--- src/rtl/lcd_frame_writer.sv ---
// LCD frame writer: PPU pixel stream into a double-buffered frame buffer.
// Display bank flips only when a complete, clean frame was written.
module lcd_frame_writer #(
    parameter int WIDTH  = 160,
    parameter int HEIGHT = 144,
    parameter int ADDR_W = 16
) (
    input  logic              clk_in,
    input  logic              rst_in,
    input  logic              lcd_on_in,
    input  logic [1:0]        pixel_in,
    input  logic              pixel_valid_in,
    input  logic              hblank_in,
    input  logic              vblank_in,
    output logic [ADDR_W-1:0] wr_addr_out,
    output logic [1:0]        wr_data_out,
    output logic              wr_en_out,
    output logic              disp_bank_out,
    output logic              frame_done_out,
    output logic [7:0]        frame_count_out,
    output logic              frame_err_out
);

    typedef enum logic [1:0] {
        S_SYNC   = 2'd0,
        S_DRAW   = 2'd1,
        S_VBLANK = 2'd2
    } state_t;

    localparam logic [7:0]        W8       = 8'(WIDTH);
    localparam logic [7:0]        H8       = 8'(HEIGHT);
    localparam logic [ADDR_W-1:0] BANK_OFF = ADDR_W'(WIDTH * HEIGHT);

    // y*WIDTH as a sum of shifted copies of y, one per set bit of WIDTH
    function automatic logic [ADDR_W-1:0] line_base(input logic [7:0] y);
        logic [ADDR_W-1:0] acc;
        acc = '0;
        for (int i = 0; i < 16; i++) begin
            if (WIDTH[i]) acc = acc + (ADDR_W'(y) << i);
        end
        return acc;
    endfunction

    state_t            state_q, state_d;
    logic [7:0]        x_q, x_d, y_q, y_d;
    logic              bad_q, bad_d;
    logic              hb_prev_q, hb_prev_d, vb_prev_q, vb_prev_d;
    logic              disp_q, disp_d;
    logic              done_q, done_d;
    logic [7:0]        count_q, count_d;
    logic              err_q, err_d;
    logic              wr_en_q, wr_en_d;
    logic [ADDR_W-1:0] wr_addr_q, wr_addr_d;
    logic [1:0]        wr_data_q, wr_data_d;

    logic              hb_rise, vb_rise, vb_fall;
    logic              accept, drop;
    logic [7:0]        x_px;
    logic [ADDR_W-1:0] pix_addr;

    assign hb_rise = hblank_in & ~hb_prev_q;
    assign vb_rise = vblank_in & ~vb_prev_q;
    assign vb_fall = ~vblank_in & vb_prev_q;

    assign accept = lcd_on_in && (state_q == S_DRAW) && pixel_valid_in
                    && (x_q < W8) && (y_q < H8);
    assign drop   = lcd_on_in && (state_q == S_DRAW) && pixel_valid_in
                    && !accept;
    assign x_px   = accept ? x_q + 8'd1 : x_q;

    // write bank is always the one not being displayed
    assign pix_addr = (disp_q ? '0 : BANK_OFF) + line_base(y_q)
                      + ADDR_W'(x_q);

    // FSM state register
    always_ff @(posedge clk_in or posedge rst_in) begin
        if (rst_in) state_q <= S_SYNC;
        else        state_q <= state_d;
    end

    // FSM next state; display-off forces resynchronisation
    always_comb begin
        state_d = state_q;
        if (!lcd_on_in) begin
            state_d = S_SYNC;
        end else begin
            unique case (state_q)
                S_SYNC:   if (vb_fall) state_d = S_DRAW;
                S_DRAW:   if (vb_rise) state_d = S_VBLANK;
                S_VBLANK: if (vb_fall) state_d = S_DRAW;
                default:  state_d = S_SYNC;
            endcase
        end
    end

    // FSM outputs: pixel writes, line/frame bookkeeping and commit
    always_comb begin
        x_d       = x_q;
        y_d       = y_q;
        bad_d     = bad_q;
        disp_d    = disp_q;
        done_d    = 1'b0;
        count_d   = count_q;
        err_d     = err_q;
        wr_en_d   = 1'b0;
        wr_addr_d = wr_addr_q;
        wr_data_d = wr_data_q;
        hb_prev_d = hblank_in;
        vb_prev_d = vblank_in;
        if (lcd_on_in) begin
            if (state_q == S_DRAW) begin
                if (accept) begin
                    wr_en_d   = 1'b1;
                    wr_addr_d = pix_addr;
                    wr_data_d = pixel_in;
                    x_d       = x_px;
                end
                if (drop) bad_d = 1'b1;
                // a pixel in the same cycle still belongs to this line
                if (hb_rise) begin
                    if (x_px != W8) bad_d = 1'b1;
                    x_d = 8'd0;
                    if (y_q < H8) y_d = y_q + 8'd1;
                end
                if (vb_rise) begin
                    if ((y_d == H8) && !bad_d) begin
                        disp_d  = ~disp_q;
                        done_d  = 1'b1;
                        count_d = count_q + 8'd1;
                    end else begin
                        err_d = 1'b1;
                    end
                end
            end else if (vb_fall) begin
                x_d   = 8'd0;
                y_d   = 8'd0;
                bad_d = 1'b0;
            end
        end
    end

    // datapath and status registers
    always_ff @(posedge clk_in or posedge rst_in) begin
        if (rst_in) begin
            x_q       <= 8'd0;
            y_q       <= 8'd0;
            bad_q     <= 1'b0;
            hb_prev_q <= 1'b0;
            vb_prev_q <= 1'b0;
            disp_q    <= 1'b0;
            done_q    <= 1'b0;
            count_q   <= 8'd0;
            err_q     <= 1'b0;
            wr_en_q   <= 1'b0;
            wr_addr_q <= '0;
            wr_data_q <= 2'd0;
        end else begin
            x_q       <= x_d;
            y_q       <= y_d;
            bad_q     <= bad_d;
            hb_prev_q <= hb_prev_d;
            vb_prev_q <= vb_prev_d;
            disp_q    <= disp_d;
            done_q    <= done_d;
            count_q   <= count_d;
            err_q     <= err_d;
            wr_en_q   <= wr_en_d;
            wr_addr_q <= wr_addr_d;
            wr_data_q <= wr_data_d;
        end
    end

    assign wr_addr_out     = wr_addr_q;
    assign wr_data_out     = wr_data_q;
    assign wr_en_out       = wr_en_q;
    assign disp_bank_out   = disp_q;
    assign frame_done_out  = done_q;
    assign frame_count_out = count_q;
    assign frame_err_out   = err_q;

endmodule
--- config.mk ---
export PLATFORM = sky130hd
export DESIGN_NAME = lcd_frame_writer
export DESIGN_NICKNAME = d
export VERILOG_FILES = /design/src/rtl/lcd_frame_writer.sv
export SDC_FILE = /design/constraint.sdc
export NUM_CORES = 1
export LEC_CHECK = 0
export CAP_MARGIN = 5
export CORE_UTILIZATION = 40
export DETAILED_ROUTE_END_ITERATION = 16
export HOLD_SLACK_MARGIN = 0.02
export PLACE_DENSITY_LB_ADDON = 0.15
export REMOVE_ABC_BUFFERS = 1
export SYNTH_ARGS = -nofsm -noshare
export SYNTH_HDL_FRONTEND = slang
export SYNTH_SLANG_ARGS = --single-unit
export TNS_END_PERCENT = 5
--- constraint.sdc ---
create_clock -name clk_in -period 7.6 [get_ports clk_in]
set_input_delay 1.52 -clock clk_in [delete_from_list [all_inputs] [get_ports clk_in]]
set_output_delay 1.52 -clock clk_in [all_outputs]
set_load 0.005 [all_outputs]
# --- Yosys cells after proc, flatten, opt, wreduce, memory -nomap -nowiden ---
# Index checks and enable logic that the tools add are counted.
word_totals:
  ff_bits: 51
  in_bits: 8
  out_inout_bits: 30
op_classes:
  addsub: 6
  order_cmp: 2
  n_eq_ne: 7
  n_mux: 29
  bitwise_logic: 8
  reduce_logical: 17
op_table:
  columns: ["op", "n"]
  rows:
  - ["$mux W8", 10]
  - ["$add A8 B1 Y8 const B", 3]
  - ["$add A13 B15 Y16", 1]
  - ["$add A15 B16 Y16", 1]
  - ["$add A16 B8 Y16", 1]
  - ["$lt A8 B8 Y1 const B", 2]
  - ["$mux W15", 1]
  - ["$mux W1", 14]
  - ["$eq A8 B8 Y1 const B", 1]
  - ["$ne A8 B8 Y1 const B", 1]
  - ["$reduce_and A4 Y1", 2]
  - ["$logic_and A1 B1 Y1", 6]
  - ["$mux W2", 3]
  - ["$ne A3 B3 Y1 const B", 2]
  - ["$reduce_and A3 Y1", 2]
  - ["$not A1 Y1", 5]
  - ["$pmux W2 S2", 1]
  - ["$reduce_and A2 Y1", 2]
  - ["$and A1 B1 Y1", 3]
  - ["$ne A3 B2 Y1 const B", 1]
  - ["$eq A2 B1 Y1 const B", 1]
  - ["$eq A2 B2 Y1 const B", 1]
  - ["$logic_not A1 Y1", 2]
  - ["$logic_not A2 Y1", 1]
  - ["2 further kinds", 2]

# --- Logic depth before layout (Yosys ltp) ---
depth:
  ltp_word: 18
  depth_mapped: 10
  depth_no_buf: 10

# --- Worst setup path after synthesis ---
# No wires, ideal clock.
synth_path:
  path_type: "input to register"
  start: "in pixel_valid_in"
  end: "reg count_q[1] (netlist: frame_count_out[1])"
  setup_ns: 0.125
  arrival_ns: 3.599
  required_time_ns: 7.475
  path_slack_ns: 3.876
  cell_stages: 6
  path_buffers: 0
  cell_sequence: "nand4b_1 > nor4_1 > mux2i_1 > a41oi_2 > nor4_4 > mux2_2"
synth_via:
  elab_chain_len: 13
  elab_cells_between_ends: 15
synth_lines:
  columns: ["element", "line", "source"]
  rows:
  - ["start, declared", "12", "input logic pixel_valid_in,"]
  - ["$logic_and A1 B1 Y1 (*)", "65, 67", null]
  - ["branches (longest 6 deep; another with $mux W8)", null, null]
  - ["$mux W1 (*)", "120", "if (hb_rise) begin"]
  - ["$mux W1 (*)", "111", "if (state_q == S_DRAW) begin"]
  - ["$mux W1 (*)", "110", "if (lcd_on_in) begin"]
  - ["$logic_not A1 Y1 (*)", "126", "if ((y_d == H8) && !bad_d) begin"]
  - ["$logic_and A1 B1 Y1 (*)", "126", null]
  - ["$reduce_and A4 Y1 (no line) (*)", null, null]
  - ["end signal, assigned", "165", "count_q <= count_d;"]
  - ["end, declared", "50", "logic [7:0] count_q, count_d;"]
# Mark *: on every way between the ends. The select of a mux whose other input is x is not followed.
# A chain may end at the register's enable or synchronous reset.

# --- Worst setup path after layout ---
layout_path:
  start: "in lcd_on_in"
  end: "reg count_q[1] (netlist: frame_count_out[1])"
layout_via:
  elab_chain_len: 14
  elab_cells_between_ends: 16
layout_lines:
  columns: ["element", "line", "source"]
  rows:
  - ["start, declared", "10", "input logic lcd_on_in,"]
  - ["branches (longest 13 deep; another with $mux W8)", null, null]
  - ["$reduce_and A4 Y1 (no line) (*)", null, null]
# Marks and branches as above.

==> impl_results.md <==
- Vias: between 2000 and 2500
- Status: completed
- Post-CTS setup buffers: 0
- Synth Instances: 306
- Asr flop ratio synth: 1.00
- Final instance area: 3440 um^2
- CTS tree: done
- Worst Path Required: between 7 and 8 ns
- Maximum fanout along the worst path: 30
- Share of the synthesized area in the top cell type: 0.439
- Fin Clk Skew: between 0.007 and 0.008 ns
- Die ar.: 7610 um^2
- Yosys warnings: 0
- CTS root buf: clkbuf_8
- Initial antenna violation count: 0
- Post-synth top flop: dfrtp_1
- Largest net degree at the start of global routing: 52
- Hold Path Class: reg -> reg
- Largest cells by area after synthesis: dfrtp_1 44%, nand2_1 8.0%, ha_1 6.9%, o21ai_0 5.0%, xnor2_1 4.2%
- WL/cell: 13.2 um
- Max-slew violation count: 0
- Post-synth top cells: 62 x nand2_1, 51 x dfrtp_1, 29 x o21ai_0, 16 x ha_1
- GR Overflow Total: 0
- Max VDD drop: 0.0000817 V
- Fin util: 0.499
- Post-synthesis compound-gate area fraction: 0.155
- Placed insts: 430
- Post-CTS sizing: 0
- Vias in the first global route: 2212
- Maxcap violations: 0
- Setup TNS Final: 0 ns
- Final Hold Viols: 0
- Seq/Total Area, Yosys: 0.439
- Dpl cell area: 3360 um^2
- Clock Path Buffers: 2
- Most common cell in the synthesized netlist: nand2_1
- Final non-filler cell total: 438
- Synth area leader: dfrtp_1
- Syn Std Cell Area: 2910 um^2
- Largest stage delay, worst path: between 0.6 and 0.7 ns
- GRT Total Usage: 0.174
- Starting DRT DRC Count: about 120
- Post-Synth Adder-Cell Area: 0.103
- Drt first pass iters: 4
- Crit share post-route: 0.608
- # H-tree levels: 2
- Nature of the critical path startpoint: input pin
- Ant diodes: 0
- Die Span X: slightly below 90 um
- CTS sink cnt: 51
- IO Pins: 38
- Number of port buffers: 37
- Worst slew pin tran: roughly 1.1 ns
- #FFs+latches synth: 51
- Crit-path cells: clkdlybuf4s50_1 -> nand4b_1 -> or3_1 -> buf_4 -> inv_1 -> a32o_1 -> a41oi_2 -> nor4_4 -> mux2_2
- Largest family of logic cells by synthesized area: simple AND/OR/NAND/NOR gates
- Die Ht: 87.2 um
- Setup WS pre-CTS: 2.65 ns
- Worst setup margin: 2.98 ns
- Post-synthesis cell type count: 48
- Site Rows: 30
- Synthesized area per cell: 9.50 um^2
- RSZ-0062 raised after global routing: no
- Total CTS buffers: 5
- Core box area: 6910 um^2
- Endpoint class of the critical path: register
- RD Place Congestion: approximately 0.89
- Tmin final: 4.62 ns
- Final ANT Viol Nets: 0
- Worst setup path class: in -> reg
- Number of synthesized flops with an enable pin: 0
- XOR/XNOR share of the synthesized area: 0.0512
- Hold-fix buffers, CTS: 0
- Pleak: 1.60 nW
- Multiplexer share of the synthesized area: 0.0181
- WL final: 5.77 mm
- Crit path DAT: 4.82 ns
- Post-Synth Simple-Gate Area: 0.210
- DRC viols: 0
- Share of layout cells above drive strength 1: 0.0497
- DP Wirelength: just over 4 mm
- Via/cell ratio: 5.28
- P per Cell Area: between 100 and 150 nW/um^2
- Highest clock rate: 216 MHz
- Endpoints failing setup: 0
- Max transition margin: 0.295
- Worst-path clk slew: ~0.09 ns
- Nets: 370
- Starting Density: 0.421
- Layout area overhead: 18.5%
- Slowest CP cell: nor4_4
- Skew-Pair Late Insertion Delay: 0.30 ns
- First-pass GRT wire length: 10.3 mm
cell type report:
type,count,area (um^2)
clock buffer,6,72.6
clock inverter,2,12.5
fill,667,3460
inverter,6,22.5
multi-input combinational,239,1560
sequential,51,1280
tap,96,120
timing repair buffer,38,378
per-layer routing:
metal,vias up,global-route usage,wire (um)
met1,1102,0.228,2860
met3,7,0.0294,194
met4,0,0.0671,80
li1,1158,-,-
met5,-,0,0
met2,47,0.288,2640
path summary, 6_finish.rpt:
path | from | endpoint | slack [ns] | depth (start not counted)
worst min register to register | frame_count_out[7] | frame_count_out[7] | 0.48 | 1
worst max register to register | y_q[4] | frame_count_out[1] | 4.07 | 8
worst max-delay path | lcd_on_in | frame_count_out[1] | 2.98 | 9
max in group asynchronous | rst_in | wr_addr_out[14] | 5.15 | 2
worst min-delay path | frame_count_out[7] | frame_count_out[7] | 0.48 | 1
min in group asynchronous | rst_in | wr_addr_out[12] | 1.78 | 2
power by group:
group / internal [mW] / total, mW / switching (mW)
combinational: 0.0224 / 0.0465 / 0.0242
sequential: 0.279 / 0.285 / 0.00548
clock: 0.0645 / 0.153 / 0.0888
cell families (layout without fill, tap and decap cells):
| family | after synthesis | after routing |
|---|---|---|
| AND/OR/NAND/NOR | 124 | 124 |
| AO/OA/AOI/OAI | 72 | 72 |
| flip-flops | 51 | 51 |
| adder cells (fa/ha/maj) | 21 | 21 |
| XOR/XNOR | 17 | 17 |
| buffers and inverters | 16 | 52 |
| multiplexers | 5 | 5 |
flip-flops by register name, indices dropped and copies added, names as in the netlist:
name	flops
wr_addr_out	16
hb_prev_q	1
vb_prev_q	1
y_q	8
bad_q	1
state_q	2
wr_data_out	2
wr_en_out	1
frame_count_out	8
disp_bank_out	1
x_q	8
frame_done_out	1
frame_err_out	1
critical path: cells and delay by family:
family | cells | cell delay, ns
mux | 1 | 0.40
simple gates | 3 | 1.26
compound gates | 2 | 0.43
buf+inv | 3 | 1.21
stage by stage:
stage	hold slack (ns)	power, mW
after floorplan	0.468	0.313
after global placement	0.460	0.337
after CTS	0.484	0.494
final	0.476	0.485
after global routing	0.500	0.511
after detailed placement	0.465	0.338
layout by cell type, fill, tap and decap left out, types with 2 or more instances in the layout:
cell type         n
o21bai_1          3
a21o_1            5
or2_2             2
xnor2_1          14
mux2i_1           3
a21oi_1          14
o31ai_1           3
nor3b_1           3
a31oi_1           4
a32o_1            2
nand2b_1          4
o21ai_0          29
nand3_1           6
dfrtp_1          51
xor2_1            3
clkbuf_8          5
clkdlybuf4s50_1  37
and2_1            2
nand4_1           7
nor3_1            4
mux2_2            2
nand2_1          62
o21a_1            2
nor2_1           13
and3_1            6
o211ai_1          2
ha_1             16
fa_1              5
nor4_1            2
inv_1             5
nor2b_1           6
(Power assumes the default switching activity.)
